$ cat config.mk
export PLATFORM = sky130hd
export DESIGN_NAME = fetch_group_unit
export DESIGN_NICKNAME = d
export VERILOG_FILES = /design/src/rtl/fetch_pkg.sv /design/src/rtl/group_dep_check.sv /design/src/rtl/fetch_group_unit.sv
export SDC_FILE = /design/constraint.sdc
export NUM_CORES = 1
export LEC_CHECK = 0
export CAP_MARGIN = 20
export CORE_MARGIN = 1.5
export CORE_UTILIZATION = 49
export CTS_CLUSTER_DIAMETER = 40
export CTS_CLUSTER_SIZE = 16
export DETAILED_ROUTE_END_ITERATION = 10
export PLACE_DENSITY = 0.9
export SKIP_LAST_GASP = 1
export SLEW_MARGIN = 30
export SYNTH_ARGS = -nofsm -noshare
export SYNTH_HDL_FRONTEND = slang
export SYNTH_SLANG_ARGS = --single-unit
$ cat constraint.sdc
create_clock -name clk -period 9.3 [get_ports clk]
set_input_delay 2.79 -clock clk [delete_from_list [all_inputs] [get_ports clk]]
set_output_delay 2.79 -clock clk [all_outputs]
set_load 0.01 [all_outputs]
$ cat src/rtl/fetch_pkg.sv
// rtl/fetch_pkg.sv - opcode constants, decode class sets and FSM state for the fetch front end
package fetch_pkg;

    localparam logic [3:0] OP_ADD = 4'h0;
    localparam logic [3:0] OP_SUB = 4'h1;
    localparam logic [3:0] OP_LD  = 4'h2;
    localparam logic [3:0] OP_ST  = 4'h3;
    localparam logic [3:0] OP_AND = 4'h4;
    localparam logic [3:0] OP_LI  = 4'h5;
    localparam logic [3:0] OP_LUI = 4'h6;
    localparam logic [3:0] OP_JR  = 4'h8;
    localparam logic [3:0] OP_JAL = 4'h9;
    localparam logic [3:0] OP_BEQ = 4'hA;
    localparam logic [3:0] OP_BNE = 4'hB;

    typedef enum logic [1:0] {
        S_REQ  = 2'd0,
        S_WAIT = 2'd1,
        S_HOLD = 2'd2,
        S_DROP = 2'd3
    } fetch_state_t;

    function automatic logic uses_ra(input logic [3:0] op);
        case (op)
            OP_ADD, OP_SUB, OP_LD, OP_ST, OP_AND,
            OP_JR, OP_JAL, OP_BEQ, OP_BNE: uses_ra = 1'b1;
            default:                       uses_ra = 1'b0;
        endcase
    endfunction

    function automatic logic uses_rb(input logic [3:0] op);
        case (op)
            OP_ADD, OP_SUB, OP_AND, OP_BEQ, OP_BNE: uses_rb = 1'b1;
            default:                               uses_rb = 1'b0;
        endcase
    endfunction

    function automatic logic writes_rt(input logic [3:0] op);
        case (op)
            OP_ADD, OP_SUB, OP_LD, OP_AND, OP_LI, OP_LUI: writes_rt = 1'b1;
            default:                                     writes_rt = 1'b0;
        endcase
    endfunction

    function automatic logic is_ld_str(input logic [3:0] op);
        is_ld_str = (op == OP_LD) || (op == OP_ST);
    endfunction

    function automatic logic is_fxu(input logic [3:0] op);
        case (op)
            OP_ADD, OP_SUB, OP_AND, OP_LI, OP_LUI: is_fxu = 1'b1;
            default:                              is_fxu = 1'b0;
        endcase
    endfunction

    function automatic logic is_branch(input logic [3:0] op);
        case (op)
            OP_JR, OP_JAL, OP_BEQ, OP_BNE: is_branch = 1'b1;
            default:                       is_branch = 1'b0;
        endcase
    endfunction

endpackage

$ cat src/rtl/group_dep_check.sv
// rtl/group_dep_check.sv - per-lane ROB owner search against older lanes of the same group
module group_dep_check #(
    parameter int FETCH_W = 4,
    parameter int ROB_W   = 4,
    parameter int CNT_W   = $clog2(FETCH_W + 1)
) (
    input  logic [16*FETCH_W-1:0]    instr_flat,
    input  logic [CNT_W-1:0]         count,
    input  logic [ROB_W-1:0]         rob_head_idx,
    output logic [FETCH_W-1:0]       a_dep,
    output logic [FETCH_W-1:0]       b_dep,
    output logic [ROB_W*FETCH_W-1:0] a_owner_flat,
    output logic [ROB_W*FETCH_W-1:0] b_owner_flat
);
    import fetch_pkg::*;

    // Ascending scan over older lanes so the youngest matching producer wins
    always_comb begin
        a_dep        = '0;
        b_dep        = '0;
        a_owner_flat = '0;
        b_owner_flat = '0;
        for (int i = 0; i < FETCH_W; i++) begin
            if (CNT_W'(i) < count) begin
                a_owner_flat[ROB_W*i +: ROB_W] = rob_head_idx + ROB_W'(i);
                b_owner_flat[ROB_W*i +: ROB_W] = rob_head_idx + ROB_W'(i);
                for (int j = 0; j < i; j++) begin
                    if (writes_rt(instr_flat[16*j+12 +: 4])) begin
                        if (uses_ra(instr_flat[16*i+12 +: 4]) &&
                            (instr_flat[16*j+8 +: 4] == instr_flat[16*i+4 +: 4])) begin
                            a_owner_flat[ROB_W*i +: ROB_W] = rob_head_idx + ROB_W'(j);
                            a_dep[i] = 1'b1;
                        end
                        if (uses_rb(instr_flat[16*i+12 +: 4]) &&
                            (instr_flat[16*j+8 +: 4] == instr_flat[16*i +: 4])) begin
                            b_owner_flat[ROB_W*i +: ROB_W] = rob_head_idx + ROB_W'(j);
                            b_dep[i] = 1'b1;
                        end
                    end
                end
            end
        end
    end

endmodule

$ cat src/rtl/fetch_group_unit.sv
// rtl/fetch_group_unit.sv - fetch FSM, icache handshake, compacting decode register and pre-decode
module fetch_group_unit #(
    parameter int              FETCH_W  = 4,
    parameter int              PC_W     = 16,
    parameter int              ROB_W    = 4,
    parameter logic [PC_W-1:0] RESET_PC = '0,
    parameter int              CNT_W    = $clog2(FETCH_W + 1)
) (
    input  logic                     clk,
    input  logic                     rst_n,
    input  logic                     redirect_valid,
    input  logic [PC_W-1:0]          redirect_pc,
    output logic                     ic_req_valid,
    input  logic                     ic_req_ready,
    output logic [FETCH_W*PC_W-1:0]  ic_req_pc_flat,
    input  logic                     ic_rsp_valid,
    input  logic [16*FETCH_W-1:0]    ic_rsp_instr_flat,
    input  logic [ROB_W-1:0]         rob_head_idx,
    input  logic [CNT_W-1:0]         dq_accept,
    output logic [CNT_W-1:0]         dq_count,
    output logic [4*FETCH_W-1:0]     dq_opcode_flat,
    output logic [4*FETCH_W-1:0]     dq_rt_flat,
    output logic [4*FETCH_W-1:0]     dq_ra_flat,
    output logic [4*FETCH_W-1:0]     dq_rb_flat,
    output logic [8*FETCH_W-1:0]     dq_imm_flat,
    output logic [FETCH_W-1:0]       dq_a_dep,
    output logic [FETCH_W-1:0]       dq_b_dep,
    output logic [ROB_W*FETCH_W-1:0] dq_a_owner_flat,
    output logic [ROB_W*FETCH_W-1:0] dq_b_owner_flat,
    output logic [FETCH_W-1:0]       dq_uses_ra,
    output logic [FETCH_W-1:0]       dq_uses_rb,
    output logic [FETCH_W-1:0]       dq_is_ld_str,
    output logic [FETCH_W-1:0]       dq_is_fxu,
    output logic [FETCH_W-1:0]       dq_is_branch
);
    import fetch_pkg::*;

    fetch_state_t               state, state_n;
    logic [PC_W-1:0]            pc, pc_n;
    logic [CNT_W-1:0]           count, count_n, eff;
    logic [FETCH_W-1:0][15:0]   lanes, lanes_n;

    // Request is held off during reset so the icache never sees a stale fetch
    assign ic_req_valid = rst_n && (state == S_REQ);
    assign eff          = (dq_accept < count) ? dq_accept : count;
    assign dq_count     = count;

    // Lane addresses step by one 16-bit instruction and wrap at PC_W
    always_comb begin
        ic_req_pc_flat = '0;
        for (int i = 0; i < FETCH_W; i++) begin
            ic_req_pc_flat[PC_W*i +: PC_W] = pc + PC_W'(2*i);
        end
    end

    // Next-state, fetch PC and decode-register update; redirect overrides everything
    always_comb begin
        state_n = state;
        pc_n    = pc;
        count_n = count;
        lanes_n = lanes;
        case (state)
            S_REQ: begin
                if (ic_req_ready) state_n = S_WAIT;
            end
            S_WAIT: begin
                if (ic_rsp_valid) begin
                    lanes_n = ic_rsp_instr_flat;
                    count_n = CNT_W'(FETCH_W);
                    pc_n    = pc + PC_W'(2*FETCH_W);
                    state_n = S_HOLD;
                end
            end
            S_HOLD: begin
                for (int k = 0; k < FETCH_W; k++) begin
                    lanes_n[k] = '0;
                    for (int s = 0; s < FETCH_W; s++) begin
                        if (s == k + int'(eff)) lanes_n[k] = lanes[s];
                    end
                end
                count_n = count - eff;
                if (count == eff) state_n = S_REQ;
            end
            S_DROP: begin
                if (ic_rsp_valid) state_n = S_REQ;
            end
            default: state_n = S_REQ;
        endcase
        if (redirect_valid) begin
            count_n = '0;
            lanes_n = '0;
            pc_n    = redirect_pc;
            // A response still owed by the icache must be swallowed before refetching
            if (((state == S_WAIT) && !ic_rsp_valid) ||
                ((state == S_REQ)  && ic_req_ready)  ||
                ((state == S_DROP) && !ic_rsp_valid))
                state_n = S_DROP;
            else
                state_n = S_REQ;
        end
    end

    // State, PC and decode register
    always_ff @(posedge clk or negedge rst_n) begin
        if (!rst_n) begin
            state <= S_REQ;
            pc    <= RESET_PC;
            count <= '0;
            lanes <= '0;
        end else begin
            state <= state_n;
            pc    <= pc_n;
            count <= count_n;
            lanes <= lanes_n;
        end
    end

    // Field extraction and class bits; lanes past count read as zero
    always_comb begin
        dq_opcode_flat = '0;
        dq_rt_flat     = '0;
        dq_ra_flat     = '0;
        dq_rb_flat     = '0;
        dq_imm_flat    = '0;
        dq_uses_ra     = '0;
        dq_uses_rb     = '0;
        dq_is_ld_str   = '0;
        dq_is_fxu      = '0;
        dq_is_branch   = '0;
        for (int i = 0; i < FETCH_W; i++) begin
            if (CNT_W'(i) < count) begin
                dq_opcode_flat[4*i +: 4] = lanes[i][15:12];
                dq_rt_flat[4*i +: 4]     = lanes[i][11:8];
                dq_ra_flat[4*i +: 4]     = lanes[i][7:4];
                dq_rb_flat[4*i +: 4]     = lanes[i][3:0];
                dq_imm_flat[8*i +: 8]    = lanes[i][7:0];
                dq_uses_ra[i]            = uses_ra(lanes[i][15:12]);
                dq_uses_rb[i]            = uses_rb(lanes[i][15:12]);
                dq_is_ld_str[i]          = is_ld_str(lanes[i][15:12]);
                dq_is_fxu[i]             = is_fxu(lanes[i][15:12]);
                dq_is_branch[i]          = is_branch(lanes[i][15:12]);
            end
        end
    end

    group_dep_check #(
        .FETCH_W (FETCH_W),
        .ROB_W   (ROB_W),
        .CNT_W   (CNT_W)
    ) u_dep (
        .instr_flat   (lanes),
        .count        (count),
        .rob_head_idx (rob_head_idx),
        .a_dep        (dq_a_dep),
        .b_dep        (dq_b_dep),
        .a_owner_flat (dq_a_owner_flat),
        .b_owner_flat (dq_b_owner_flat)
    );

endmodule

-- Word level (Yosys, flattened, before mapping)
Memory sizes are Yosys's and may differ from the RTL's.
Cells that the tools add are included.
- bits of input ports: 92
- bits in registers: 85
- word-level logic and storage cells: 345
- memories kept: 10
- bits in read-only memories: 160
- order comparisons: 5
- add/sub/neg operators: 11
- mux-type cells: 179
- equal/unequal tests: 76
- reductions and logical operators: 57
- memory list (name ; words ; width ; rd ports ; clocked after Yosys merged registers in ; wr ports ; line ; RTL):
    (name not given) ; 16 ; 1 ; 1 ; 0 ; 0 ; fetch_pkg.sv:24 ; case (op)
    (name not given) ; 16 ; 1 ; 1 ; 0 ; 0 ; fetch_pkg.sv:24 ;
    (name not given) ; 16 ; 1 ; 1 ; 0 ; 0 ; fetch_pkg.sv:24 ;
    (name not given) ; 16 ; 1 ; 1 ; 0 ; 0 ; fetch_pkg.sv:24 ;
    (name not given) ; 16 ; 1 ; 1 ; 0 ; 0 ; fetch_pkg.sv:24 ;
    (name not given) ; 16 ; 1 ; 1 ; 0 ; 0 ; fetch_pkg.sv:24 ;
    +4 memories ; n/a ; n/a ; n/a ; n/a ; n/a ; n/a ;
- operator list (cell ; number):
    $mux 16 ; 19
    $mux 4 ; 47
    $logic_not 32->1 ; 4
    $mux 64 ; 2
    $pmux 64 s2 ; 1
    $eq 2x32->1 const A ; 3
    $eq 3x32->1 const A ; 3
    $mux 1 ; 95
    $eq 4x4->1 const B ; 16
    $eq 4x3->1 const B ; 12
    $eq 4x4->1 ; 12
    $reduce_or 5->1 ; 8
    $add 16x3->16 const B ; 2
    $eq 4x2->1 const B ; 8
    $mux 8 ; 4
    $reduce_or 6->1 ; 3
    $add 16x2->16 const B ; 1
    $add 16x4->16 const B ; 1
    $eq 4x1->1 const B ; 4
    $logic_and 1x1->1 ; 16
    $logic_not 4->1 ; 4
    $reduce_or 4->1 ; 4
    $ne 3x3->1 const B ; 5
    $eq 2x4->1 const A ; 3
    28 further kinds ; 51

-- Depth between registers and ports, before layout
- depth after elaboration: 14
- gate-level depth with buffers: 18
- depth with buffers taken out: 11

-- Modules after synthesis
From an unflattened synthesis, not the netlist that was laid out.
- cell total of the unflattened synthesis: 1037
- area, all modules: 8090.3 um^2
- modules (own cells, without submodules) (module ; instances ; cells each ; area each (um^2) ; sequential area each (um^2)):
    fetch_group_unit ; 1 ; 805 ; 6485.0 ; 2127.0
    group_dep_check ; 1 ; 232 ; 1605.3 ; 0.0

-- Worst setup path before layout
Ideal clock, no wire load.
- path kind: input to output
- from: input port rob_head_idx[0]
- to: output port dq_b_owner_flat[14]
- data arrival time: 4482 ps
- slack: 2028 ps
- data required time: 6510 ps
- stages: 7
- cells stage by stage: clkbuf_1 -> clkinv_1 -> ha_1 -> a31o_2 -> mux2i_1 -> mux2_2 -> a31o_2
- longest elaborated chain between the ends: 8
- elaborated cells between the ends (all ways): 10
- classes of those cells: add/sub (3); mux (7)
- RTL lines (item ; line ; RTL):
    from (decl) ; fetch_group_unit.sv:18 ; input logic [ROB_W-1:0] rob_head_idx,
    $add 4x2->4 ; group_dep_check.sv:26 ; b_owner_flat[ROB_W*i +: ROB_W] = rob_head_idx + ROB_W'(i);
    $mux 4 ; group_dep_check.sv:34 ; if (uses_rb(instr_flat[16*i+12 +: 4]) &&
    $mux 4 ; group_dep_check.sv:28 ; if (writes_rt(instr_flat[16*j+12 +: 4])) begin
    $mux 4 ; group_dep_check.sv:34 ;
    $mux 4 ; group_dep_check.sv:28 ;
    $mux 4 ; group_dep_check.sv:34 ;
    $mux 4 * ; group_dep_check.sv:28 ;
    $mux 4 * ; group_dep_check.sv:24 ; if (CNT_W'(i) < count) begin
    to (decl) ; fetch_group_unit.sv:29 ; output logic [ROB_W*FETCH_W-1:0] dq_b_owner_flat,
Mark *: on every way between the ends. The rest lies on a longest branch, timed or not.

-- Worst setup path after layout
Same ends and word-level chain as after synthesis.

==> results.md <==
Run status:
- The flow ran to the end, and the final reports show no timing, DRC or antenna violations.

Power:
- VDD sags by at most 0.0001663 V.
- In this run the static leakage power is 4.363 nW.
- The share of total power dissipated in sequential elements is 22.6%.
- The design draws 3.487 mW.
- The internal power component is 1.758 mW.
- Net switching is 49.59% of the power.
- The fraction of power consumed by combinational cells is 66.3%.
- For this design the total switching power over the nets is 1.729 mW.
- The fraction of power consumed by the clock network is 11.1%.
- The power per cell area is 314.6 nW/um^2.

Global route:
- The number of global-route vias before repair came to 8130.
- Entering global routing, the biggest net connects 59 pins.
- The first global-routing pass estimated 45.70 mm of wire.
- The remaining global-route overflow is 0.
- The initial antenna violation count is 1.
- For this run, the total global-route usage over all layers was measured as 34.98%.

Worst setup path:
- The largest stage delay on the critical path is 0.71 ns.
- The worst register-to-register path has a depth of 10.
- The type of destination of the critical path is an output port.
- The buffers plus inverters on the worst setup path is 3.
- For the worst setup path, the data required time is 6.51 ns.
- Traced cell by cell, the critical path runs through clkdlybuf4s50_1 > clkinv_1 > ha_1 > a31o_2 > mux2i_1 > mux2_2 > a31o_2 > clkdlybuf4s50_1.
- The start point of the critical path is rob_head_idx[0].
- The kind of critical path is input pin to output port.
- The arrival time reported for the critical path endpoint is 5.62 ns.
- Along the worst path, the maximum fanout reaches 8.
- The slowest cell on the critical path is clkdlybuf4s50_1.
- The reg2reg setup slack is 4.45 ns.
- The worst register-to-register path begins at dq_count[2].
- The kind of launch point of the worst setup path is an input pin.
- The endpoint identified for the worst register-to-register timing path is lanes[9].
- Broken down by cell family, the worst path's largest delay share belongs to buffers and inverters.

CTS:
- The number of clock buffers inserted by TritonCTS is 9.
- The clock-pin slew of the registers on the worst-case setup and hold paths is 0.06 ns.
- The H-tree generated during clock tree synthesis spans 3 levels.
- The post-CTS setup-driven buffer insertion count is 0.
- Counting along the longest clock path gives a buffer depth of 2.
- Gates resized during post-CTS repair numbered 0.
- The clock latency reported for the late side of the worst-skew pair is 0.36 ns.
- Buffers inserted to repair hold after CTS numbered 0.
- The clock net in this run drives a total of 85 sinks.
- The root buffer selected by CTS is clkbuf_16.
- TritonCTS built the clock tree.

Route:
- The detailed router placed 8836 vias in this run.
- Dividing the detail-routed wire length by the instance count gives 21.24 um.
- The first-pass detailed-route iteration total is 6.
- The post-detailed-route DRC marker count is 0.
- The total wirelength of the detailed-routed design is 30.67 mm.
- Once detail routing completed, the nets flagged for antenna violations numbered 0.
- The violation count after the first detailed-route iteration is 737.
- Dividing the detail-routed via count by the number of cells gives 6.119.

Logic synthesis:
- The number of storage elements in the synthesis netlist is 85.
- For this run, the leading register cell type out of synthesis is dfrtp_1.
- The post-synthesis async set-or-reset flop share is 100.0%.
- Summing every instance area after synthesis gives 8006 um^2.
- In this run the biggest area consumer among cell types represents 26.57% of the synthesized area.
- The share of the Yosys chip area taken by registers is 26.57%.
- The cell accounting for the most synthesized area is dfrtp_1.
- For this run, the number of Yosys warnings is 0.
- Yosys mapped the design onto 62 distinct sky130hd cell types.
- Yosys attributes the largest share of cell area to dfrtp_1 27%, xnor2_1 6.5%, nand2_1 5.5%, xor2_1 5.5%, nor2_1 5.0%.
- Counting flops with a built-in enable in the synthesized netlist gives 0.
- The post-synthesis cell count is 1037.
- The mean cell area of the mapped netlist is 7.721 um^2.

Timing:
- The measured slew at the worst slew-check pin is 0.9558 ns.
- For the final database, setup skew stands at 0.01133 ns.
- In this run the tightest slew margin relative to its limit is 35.80%.
- The setup violation total in the final timing report is 0.
- The share of the clock period used by the worst path after layout is 90.45%.
- Counting I/O delays and the setup requirement, the final critical path takes 8.412 ns.
- The number of endpoints with negative hold slack in the final report came to 0.
- The total negative slack for setup checks is 0 ns.
- The maximum frequency from static timing analysis is 118.9 MHz.
- The number of pins with negative max-slew slack in the final report is 0.
- Setup repair after global routing left no endpoint under its margin.

Floorplanning:
- The die is 130.8 um tall.
- The width of the die is 130.8 um.
- The region available for standard cell placement spans 15940 um^2.
- The die covers 17120 um^2.
- The floorplan has 46 rows.
- 316 I/O pins were placed.
- The starting density of the core is 50.22%.

Layout:
- The number of fill cells in the layout is 1264.
- At the end of the flow, the number of nets in the layout was 1332.
- The multi-input logic area is 5070 um^2.
- The post-route netlist has 6.189% of its cells at a drive strength greater than 1.
- The core occupancy in the finished layout is 69.51%.
- In the final layout, flip-flops and latches occupy 2127 um^2.
- 0 antenna diodes ended up in the layout.
- The synthesis-to-layout area growth is 38.41%.
- The count of placed standard cells in the final layout, fillers left out is 1444.

Hold path:
- The kind of path behind the tightest hold check is register to register.
- Along the worst hold path, the cell count comes to 1.
- The worst hold path endpoint is lanes[5].
- In this run the most critical hold path is launched from lanes[5].

Placement:
- Port buffering added 313 buffers.
- The HPWL after detailed placement is 22.24 mm.
- Once placement completed, the tool counted placed cells totaling 1428.
- Routability-driven placement finished with a final weighted congestion of 0.9679.

Job:
- The count of maximum capacitance violations is 0.
per-layer routing:
layer	track usage (%)	part of all wire, %	routed length (um)
met5	0	0.039	12
met4	15.32	4.5	1392
met3	11.73	13	4132
met2	55.57	46	14020
met1	43.41	36	11110
cell usage in the layout, fill, tap and decap left out, types with 3 or more instances in the layout:
master / Yosys / final
clkdlybuf4s50_1: 0 / 311
nand2_1: 118 / 118
nor2_1: 107 / 105
dfrtp_1: 85 / 85
xnor2_1: 59 / 59
xor2_1: 50 / 50
nor2b_1: 53 / 50
o21ai_0: 41 / 41
a21oi_1: 37 / 36
a32o_1: 32 / 32
nor3_1: 31 / 30
and2_1: 26 / 26
inv_1: 22 / 22
a22oi_1: 17 / 17
or2_2: 17 / 17
nand3_1: 16 / 16
nor4b_1: 16 / 16
a221o_1: 16 / 16
a41oi_1: 16 / 16
ha_1: 16 / 16
o22ai_1: 15 / 15
buf_4: 45 / 12
a211oi_1: 9 / 9
clkbuf_16: 0 / 9
mux2i_1: 8 / 8
and3_1: 7 / 7
nand2b_1: 6 / 6
nor4_2: 3 / 5
a31oi_1: 5 / 5
nor4_1: 7 / 5
nor3b_1: 6 / 5
mux2_2: 4 / 4
or3_1: 4 / 4
nand4_1: 4 / 4
a31o_2: 3 / 3
nor2b_2: 0 / 3
inv_8: 0 / 3
worst reg2reg max path, cell delays in order (launching register included):
cell      delay, ns
dfrtp_1        0.45
buf_4          0.33
inv_2          0.21
ha_1           0.29
a211oi_4       0.61
or2_1          0.81
nor2_1         0.12
ha_1           0.49
nor4_4         0.95
a221o_1        0.33
a32o_1         0.19
state kept, by name, summed over array words and instances, names as in the netlist:
register,flops
state,2
lanes,64
pc,16
dq_count,3
cell families after synthesis:
logic type	count (synthesis)	share of synthesized area (%)
and+or+nand+nor	427	26.86
xor gates and xnor gates	109	11.92
muxes	13	1.844
AOI/OAI and AO/OA	210	19.25
DFF	85	26.57
buffers and inverters	175	10.75
other	1	0.04684
adders and majority gates	17	2.750
layout make-up:
cell class,instances,area share (%)
Timing Repair Buffer,324,28.95
Tap cell,216,2.439
Clock inverter,7,0.7903
Inverter,25,0.8468
Sequential cell,85,19.19
Multi-Input combinational cell,778,45.75
Clock buffer,9,2.032
power groups by stage:
stage | clock, mW | sequential [mW] | combinational (mW)
after floorplan | 0 | 0.585 | 1.60
after global placement | 0 | 0.764 | 2.20
after detailed placement | 0 | 0.771 | 2.27
after CTS | 0.387 | 0.764 | 2.28
after global routing | 0.401 | 0.796 | 2.48
final | 0.387 | 0.787 | 2.31
synth_stat cells, drive strengths merged, types with 7 or more instances:
| master | n |
|---|---|
| and2 | 26 |
| inv | 24 |
| nand2 | 118 |
| o22ai | 15 |
| a21oi | 38 |
| buf | 68 |
| ha | 16 |
| nor3 | 31 |
| a41oi | 16 |
| nor2b | 53 |
| a22oi | 17 |
| and3 | 7 |
| xor2 | 50 |
| clkbuf | 82 |
| xnor2 | 59 |
| nor4b | 16 |
| mux2i | 9 |
| a211oi | 10 |
| nor4 | 12 |
| nand3 | 16 |
| a32o | 32 |
| or2 | 18 |
| o21ai | 43 |
| dfrtp | 85 |
| nor2 | 107 |
| a221o | 16 |
worst max-delay path by stage:
stage                          end  slack, ns  depth (start not counted)
2_1_floorplan  dq_b_owner_flat[14]       2.03                          7
3_3_place_gp   dq_b_owner_flat[14]       1.05                          8
3_5_place_dp   dq_b_owner_flat[14]       0.94                          8
4_1_cts        dq_b_owner_flat[14]       0.94                          8
5_1_grt        dq_b_owner_flat[14]       0.82                          8
6_report       dq_b_owner_flat[14]       0.89                          8
stage by stage:
| stage | cell area (um^2) | setup WS (ns) | hold slack, ns |
|---|---|---|---|
| after floorplan | 8010 | 2.028 | 0.4718 |
| after global placement | 10740 | 1.046 | 0.5102 |
| after detailed placement | 10770 | 0.9369 | 0.5066 |
| after CTS | 11080 | 0.9371 | 0.5265 |
| after global routing | 11080 | 0.8179 | 0.5622 |
| final | 11080 | 0.8883 | 0.5269 |
Power figures use the tool's default switching activity.
